**src/rtl/demux_1_n_stream.sv**
```systemverilog
// Registered 1:N stream demultiplexer. A single-entry holding register routes
// each input beat to one of NUM_CHANNELS valid/ready outputs.
module demux_1_n_stream #(
  parameter  int DATA_WIDTH   = 8,
  parameter  int NUM_CHANNELS = 4,
  localparam int SEL_WIDTH    = $clog2(NUM_CHANNELS)
) (
  input  logic                               Clock_In,
  input  logic                               Reset_N_In,
  input  logic                               Enable_In,
  input  logic                               Mode_In,
  input  logic [DATA_WIDTH-1:0]              Data_In,
  input  logic                               Data_Valid_In,
  output logic                               Data_Ready_Out,
  input  logic [SEL_WIDTH-1:0]               Select_In,
  output logic [NUM_CHANNELS*DATA_WIDTH-1:0] DEMUX_Data_Out,
  output logic [NUM_CHANNELS-1:0]            DEMUX_Valid_Out,
  input  logic [NUM_CHANNELS-1:0]            DEMUX_Ready_In,
  output logic [SEL_WIDTH-1:0]               RR_Pointer_Out,
  output logic                               Busy_Out,
  output logic                               Drop_Error_Out
);

  localparam int PAD_CHANNELS = 1 << SEL_WIDTH;
  localparam logic [0:0] ST_EMPTY = 1'b0;
  localparam logic [0:0] ST_FULL  = 1'b1;
  localparam logic [SEL_WIDTH-1:0] LAST_CHANNEL = SEL_WIDTH'(NUM_CHANNELS - 1);

  logic [0:0]            state_q;
  logic [SEL_WIDTH-1:0]  hold_ch_q;
  logic [DATA_WIDTH-1:0] hold_data_q;
  logic [SEL_WIDTH-1:0]  rr_ptr_q;
  logic                  drop_q;

  logic [PAD_CHANNELS-1:0] ready_pad;
  logic [SEL_WIDTH-1:0]    target_ch;
  logic                    full;
  logic                    held_ready;
  logic                    target_ok;
  logic                    accept;
  logic                    drain;
  logic                    load;

  // Ready is widened to a power of two so the held index can never select past the vector.
  assign ready_pad  = PAD_CHANNELS'(DEMUX_Ready_In);
  assign full       = (state_q == ST_FULL);
  assign held_ready = ready_pad[hold_ch_q];

  assign Data_Ready_Out = Reset_N_In & Enable_In & (~full | held_ready);
  assign accept         = Data_Valid_In & Data_Ready_Out;
  assign drain          = full & held_ready;
  assign target_ch      = Mode_In ? rr_ptr_q : Select_In;
  assign load           = accept & target_ok;

  generate
    if (PAD_CHANNELS == NUM_CHANNELS) begin : g_pow2
      assign target_ok = 1'b1;
    end else begin : g_npow2
      assign target_ok = ({1'b0, target_ch} < (SEL_WIDTH + 1)'(NUM_CHANNELS));
    end
  endgenerate

  // A new load wins over a drain, which gives one beat per cycle even across channel changes.
  always_ff @(posedge Clock_In or negedge Reset_N_In) begin
    if (!Reset_N_In) begin
      state_q     <= ST_EMPTY;
      hold_ch_q   <= '0;
      hold_data_q <= '0;
    end else if (load) begin
      state_q     <= ST_FULL;
      hold_ch_q   <= target_ch;
      hold_data_q <= Data_In;
    end else if (drain) begin
      state_q     <= ST_EMPTY;
    end
  end

  always_ff @(posedge Clock_In or negedge Reset_N_In) begin
    if (!Reset_N_In) begin
      rr_ptr_q <= '0;
    end else if (accept && Mode_In) begin
      rr_ptr_q <= (rr_ptr_q == LAST_CHANNEL) ? '0 : rr_ptr_q + SEL_WIDTH'(1);
    end
  end

  always_ff @(posedge Clock_In or negedge Reset_N_In) begin
    if (!Reset_N_In) begin
      drop_q <= 1'b0;
    end else begin
      drop_q <= accept & ~target_ok;
    end
  end

  // Outputs decode straight from registers, so an asynchronous reset clears them at once.
  always_comb begin
    DEMUX_Data_Out  = '0;
    DEMUX_Valid_Out = '0;
    for (int k = 0; k < NUM_CHANNELS; k++) begin
      if (full && (hold_ch_q == SEL_WIDTH'(k))) begin
        DEMUX_Valid_Out[k]                          = 1'b1;
        DEMUX_Data_Out[k*DATA_WIDTH +: DATA_WIDTH] = hold_data_q;
      end
    end
  end

  assign RR_Pointer_Out = rr_ptr_q;
  assign Busy_Out       = full;
  assign Drop_Error_Out = drop_q;

endmodule

```
**config.mk**
```make
export PLATFORM = sky130hd
export DESIGN_NAME = demux_1_n_stream
export DESIGN_NICKNAME = d
export VERILOG_FILES = /design/src/rtl/demux_1_n_stream.sv
export SDC_FILE = /design/constraint.sdc
export NUM_CORES = 1
export LEC_CHECK = 0
export CORE_MARGIN = 1
export CORE_UTILIZATION = 34
export CTS_CLUSTER_SIZE = 10
export DETAILED_ROUTE_END_ITERATION = 6
export PLACE_DENSITY = 0.85
export SYNTH_ARGS = -nofsm -noshare
export SYNTH_HDL_FRONTEND = slang
export SYNTH_SLANG_ARGS = --single-unit
```
**constraint.sdc**
```tcl
create_clock -name Clock_In -period 2.2 [get_ports Clock_In]
set_clock_uncertainty 0.1 [all_clocks]
set_input_delay 0.44 -clock Clock_In [delete_from_list [all_inputs] [get_ports Clock_In]]
set_output_delay 0.44 -clock Clock_In [all_outputs]
set_load 0.1 [all_outputs]
```
## Word-level counts from Yosys, hierarchy flattened

Index checks and enable logic that the tools add are counted.
W data, S select, Z words.

| word-level totals | value |
|---|---|
| register bits after elaboration | 13 |
| output and inout port bits | 41 |
| input port bits | 19 |

| cells by class | value |
|---|---|
| reduce and logical (&&, ||, !) cells | 7 |
| magnitude comparators | 1 |
| equality and inequality tests | 4 |
| bitwise logic cells | 6 |
| add/sub/neg operators | 1 |
| muxes and demuxes | 14 |

Operators by type and width:

| operator | count |
|---|---|
| $mux W8 | 4 |
| $mux W1 | 7 |
| $eq A2 B2 Y1 const B | 3 |
| $logic_and A1 B1 Y1 | 5 |
| $and A1 B1 Y1 | 4 |
| $mux W2 | 2 |
| $lt A2 B3 Y1 const B | 1 |
| $add A2 B1 Y2 const B | 1 |
| $bmux W1 S2 | 1 |
| $eq A2 B1 Y1 const B | 1 |
| $logic_not A2 Y1 | 1 |
| $reduce_bool A2 Y1 | 1 |
| $not A1 Y1 | 1 |
| $or A1 B1 Y1 | 1 |

## Longest topological paths before layout

| depth | value |
|---|---|
| depth in word-level cells | 6 |
| mapped depth | 4 |

## Worst setup path after synthesis

OpenSTA, ideal clock, no wires.

| path | value |
|---|---|
| path kind | register to output |
| start point | register state_q, in the netlist Busy_Out |
| end point | output DEMUX_Data_Out[0] |
| data arrival time | 3317 ps |
| slack | -1657 ps |
| stages on the path, launching flop included | 5 |
| required time | 1660 ps |
| buffers on the path | 1 |
| path through | dfrtp_1 nor2b_1 and2b_2 clkbuf_1 and2_1 |

| between the ends | value |
|---|---|
| cells in the longest elaborated chain, start to end | 2 |

RTL lines:

| what | RTL line | text |
|---|---|---|
| start: declaration | 29 | `logic [0:0] state_q;` |
| start signal: assignment | 66 | `state_q <= ST_EMPTY;` |
| start signal: assignment | 70 | `state_q <= ST_FULL;` |
| start signal: assignment | 74 | `state_q <= ST_EMPTY;` |
| $logic_and A1 B1 Y1 | 99 | `if (full && (hold_ch_q == SEL_WIDTH'(k))) begin` |
| $mux W8 | 99 |  |
| end: declaration | 16 | `output logic [NUM_CHANNELS*DATA_WIDTH-1:0] DEMUX_Data_Out,` |

No other way between the ends.

## Worst setup path after layout

| path | value |
|---|---|
| start point | register state_q, in the netlist Busy_Out |
| end point | output Data_Ready_Out |

| between the ends | value |
|---|---|
| cells in the longest elaborated chain, start to end | 3 |

RTL lines:

| what | RTL line | text |
|---|---|---|
| $not A1 Y1 | 49 | `assign Data_Ready_Out = Reset_N_In & Enable_In & (~full \| held_ready);` |
| $or A1 B1 Y1 | 49 |  |
| $and A1 B1 Y1 | 49 |  |
| end: declaration | 14 | `output logic Data_Ready_Out,` |

No other way between the ends.

==> metrics.md <==
| Metric | Value |
|---|---|
| Outcome | finished, final reports clean |
| DRC violations left | 0 |
| Worst Path Max Fanout | 4 |
| Routed length on met3 | roughly 220 um |
| H-tree Lvls | 1 |
| Simple-Gate Fraction of Synth Area | 31.4% |
| FFs w/ async S/R, synth | 100% |
| Cell taking the most area after synthesis | dfrtp_1 |
| Initial antenna violation count | 0 |
| Seq cells post-synth | 13 |
| Slew @ Worst Pin | around 0.54 ns |
| Routed Antenna Nets | 0 |
| Post-layout nets | approximately 170 |
| Total track usage | a little under a quarter |
| Clk_lat worst skew | about 0.27 ns |
| Bufs and invs on worst path | 1 |
| Clk slew on worst S/H paths | 0.07 ns |
| # rows | 17 |
| Via density | ~5 |
| Yosys cell types | 19 |
| Kind of critical path | register to output pin |
| TritonCTS Sinks | 13 |
| RR Startpoint | hold_ch_q[0]$_DFFE_PN0P_ |
| Unrepaired setup endpoints after global routing | yes |
| Power per cell area | 1160 nW/um^2 |
| Worst path top cell family by delay | flip-flops |
| Post-CTS Setup Inserts | 0 |
| WL met1 | 1150 um |
| Layout cell share with drive strength beyond 1 | 72.8% |
| Critical Path Start | Busy_Out$_DFFE_PN0P_ |
| Synth Area in Adders | 1.46% |
| Highest metal layer with signal wires | met4 |
| CP arrival | ~1.6 ns |
| Total Routed Length | approximately 2800 um |
| Synth Area in Compound Gates | between 4 and 5% |
| First-pass GRT wire length | 4380 um |
| Core Region | approximately 2300 um^2 |
| Post-Syn Area | 857 um^2 |
| Slew HR | 64.3% |
| Register area share after synthesis | between 30% and 40% |
| Worst Setup Start Kind | register |
| Routed wire per std cell | around 16 um |
| Dpl cells | ~170 |
| Primary FF master, synth | dfrtp_1 |
| CTS tree | yes |
| Largest net degree at the start of global routing | 13 |
| CTS root buffer | clkbuf_4 |
| Design area | about 2000 um^2 |
| Fin crit period | 2.15 ns |
| Crit end category | output pin |
| Count of pins over their slew limit | 0 |
| Post-synth top cells | and2_1, mux2_2, dfrtp_1, and3_1, clkbuf_1 |
| Final antenna diode count | 0 |
| Placed instance area | about 2000 um^2 |
| Worst EP required | between 1.5 and 2 ns |
| Dpl hpwl | around 2500 um |
| Area growth syn-to-layout | 132% |
| First-pass DRT Iterations | 2 |
| Cells after synthesis | 83 |
| Filler Cell Count | around 120 |
| Die Area | between 2000 and 3000 um^2 |
| Setup violators final | 0 |
| GP Congestion | 0.762 |
| YS warnings | 0 |
| CTS Buf Count | 3 |
| Maximum VDD drop | 1.18 mV |
| CP cell instances | and2_2 > a22oi_2 > and3_4 > buf_12 |
| Combinational family with the most area after synthesis | simple AND/OR/NAND/NOR gates |
| FMAX | 465 MHz |
| Max Cap Violations | 0 |
| Width of the die | ~52 um |
| Chip height | between 50 and 60 um |
| Worst path max stage delay | slightly below 0.5 ns |
| Leak pwr | 0.872 nW |
| Starting Density | between 30% and 40% |
| Syn_nets | 103 |
| Synth Area per Inst | roughly 10 um^2 |
| Fraction of the cycle the final worst path needs | between 90% and 100% |
| Final Hold Viols | 0 |
| IO Count | 60 |
| Top post-synthesis cells by area | dfrtp_1, and2_1, mux2_2, and3_1, a221oi_4 |
| Top-count cell post-synth | and2_1 |
| Crit-path slowest cell | dfrtp_4 |
| Mux contribution to synthesized area | 20.7% |
| Hold_buf cts | 0 |
| Via count | 872 |
| Vias in the first global route | around 880 |
| Bufs on Longest Clock Path | 2 |
| Port bufs | 58 |
| Total gr overflow | 0 |
| Post-synth top area share | between 30% and 40% |
| Xor/xnor cell area share of the yosys netlist | 0% |
| Post-synth EDFFs | 0 |
| WL met2 | 1360 um |
| Final Instance Count excl. Fillers | 175 |
| Worst hold path class | input port to async pin |
| First DRT Iteration DRCs | 6 |
## state kept, by name (all words and copies together), names as in the netlist
register / count
hold_data_q: 8
Busy_Out: 1
RR_Pointer_Out: 2
hold_ch_q: 2
## layout by cell type, fill, tap and decap left out, drive strengths merged, types with 2 or more instances in the layout
cell / netlist / routed
a221oi: 2 / 2
and2: 26 / 26
and2b: 2 / 2
and3: 10 / 10
buf: 1 / 48
clkbuf: 5 / 4
clkdlybuf4s50: 0 / 18
dfrtp: 13 / 13
mux2: 14 / 14
mux2i: 2 / 2
## what timing repair did
item                                   in CTS  in global routing
gates resized for setup                     1                  4
endpoints found under the hold margin       0                  0
setup endpoints to repair                   9                 17
pin swaps                                   1                  0
cloned                                      0                  0
## per-stage QoR
step	power (mW)	TNS (ns)	setup slack, ns	hold WS (ns)	util, %
global placement	2.10	0	0.0368	0.439	85.0
finish	2.30	0	0.0502	0.422	86.7
detailed placement	2.16	-0.268	-0.105	0.472	85.0
global route	2.40	-0.00337	-0.00337	0.413	86.7
floorplan	1.57	-0.174	-0.0255	0.0444	-
CTS	2.31	-0.000125	-0.000125	0.409	86.2
## layer usage
metal / GRT usage (%) / vias to the layer above
met5: 0 / -
met4: 14.5 / 0
met3: 5.80 / 11
met2: 39.5 / 50
met1: 26.7 / 400
li1: - / 411
## worst reg2reg max path: stages, from the launching register on
cell,delay [ns]
dfrtp_1,0.46
mux2i_1,0.18
buf_4,0.17
a221oi_1,0.52
mux2_2,0.40
## kinds of logic after synthesis
group | count (synthesis)
DFF | 13
other | 1
AOI/OAI and AO/OA | 3
adders and majority gates | 1
buffers and inverters | 6
and+or+nand+nor | 43
muxes | 16
## layout make-up
cell class	count	area (um^2)	area share (%)
repair buffers	66	1000	50.4
multi-input cells	64	598	30.0
flip-flops and latches	13	329	16.5
well taps	28	35.0	1.76
clock buffers	4	26.3	1.32
## report_power, final
group / switching (mW) / leakage [nW] / internal [mW]
clock: 0.0705 / 0.0150 / 0.0704
combinational: 1.06 / 0.703 / 0.626
sequential: 0.136 / 0.153 / 0.336
total: 1.27 / 0.872 / 1.03
## final timing paths
kind | slack (ns) | cells past startpoint | to
min | 0.42 | 2 | RR_Pointer_Out[0]$_DFFE_PN0P_
max reg2reg | 0.26 | 4 | RR_Pointer_Out[1]$_DFFE_PN0P_
max in group asynchronous | 1.36 | 2 | Busy_Out$_DFFE_PN0P_
max | 0.05 | 4 | Data_Ready_Out
min in group Clock_In | 0.48 | 1 | RR_Pointer_Out[1]$_DFFE_PN0P_
min reg2reg | 0.48 | 1 | RR_Pointer_Out[1]$_DFFE_PN0P_
Power figures use the tool's default switching activity.
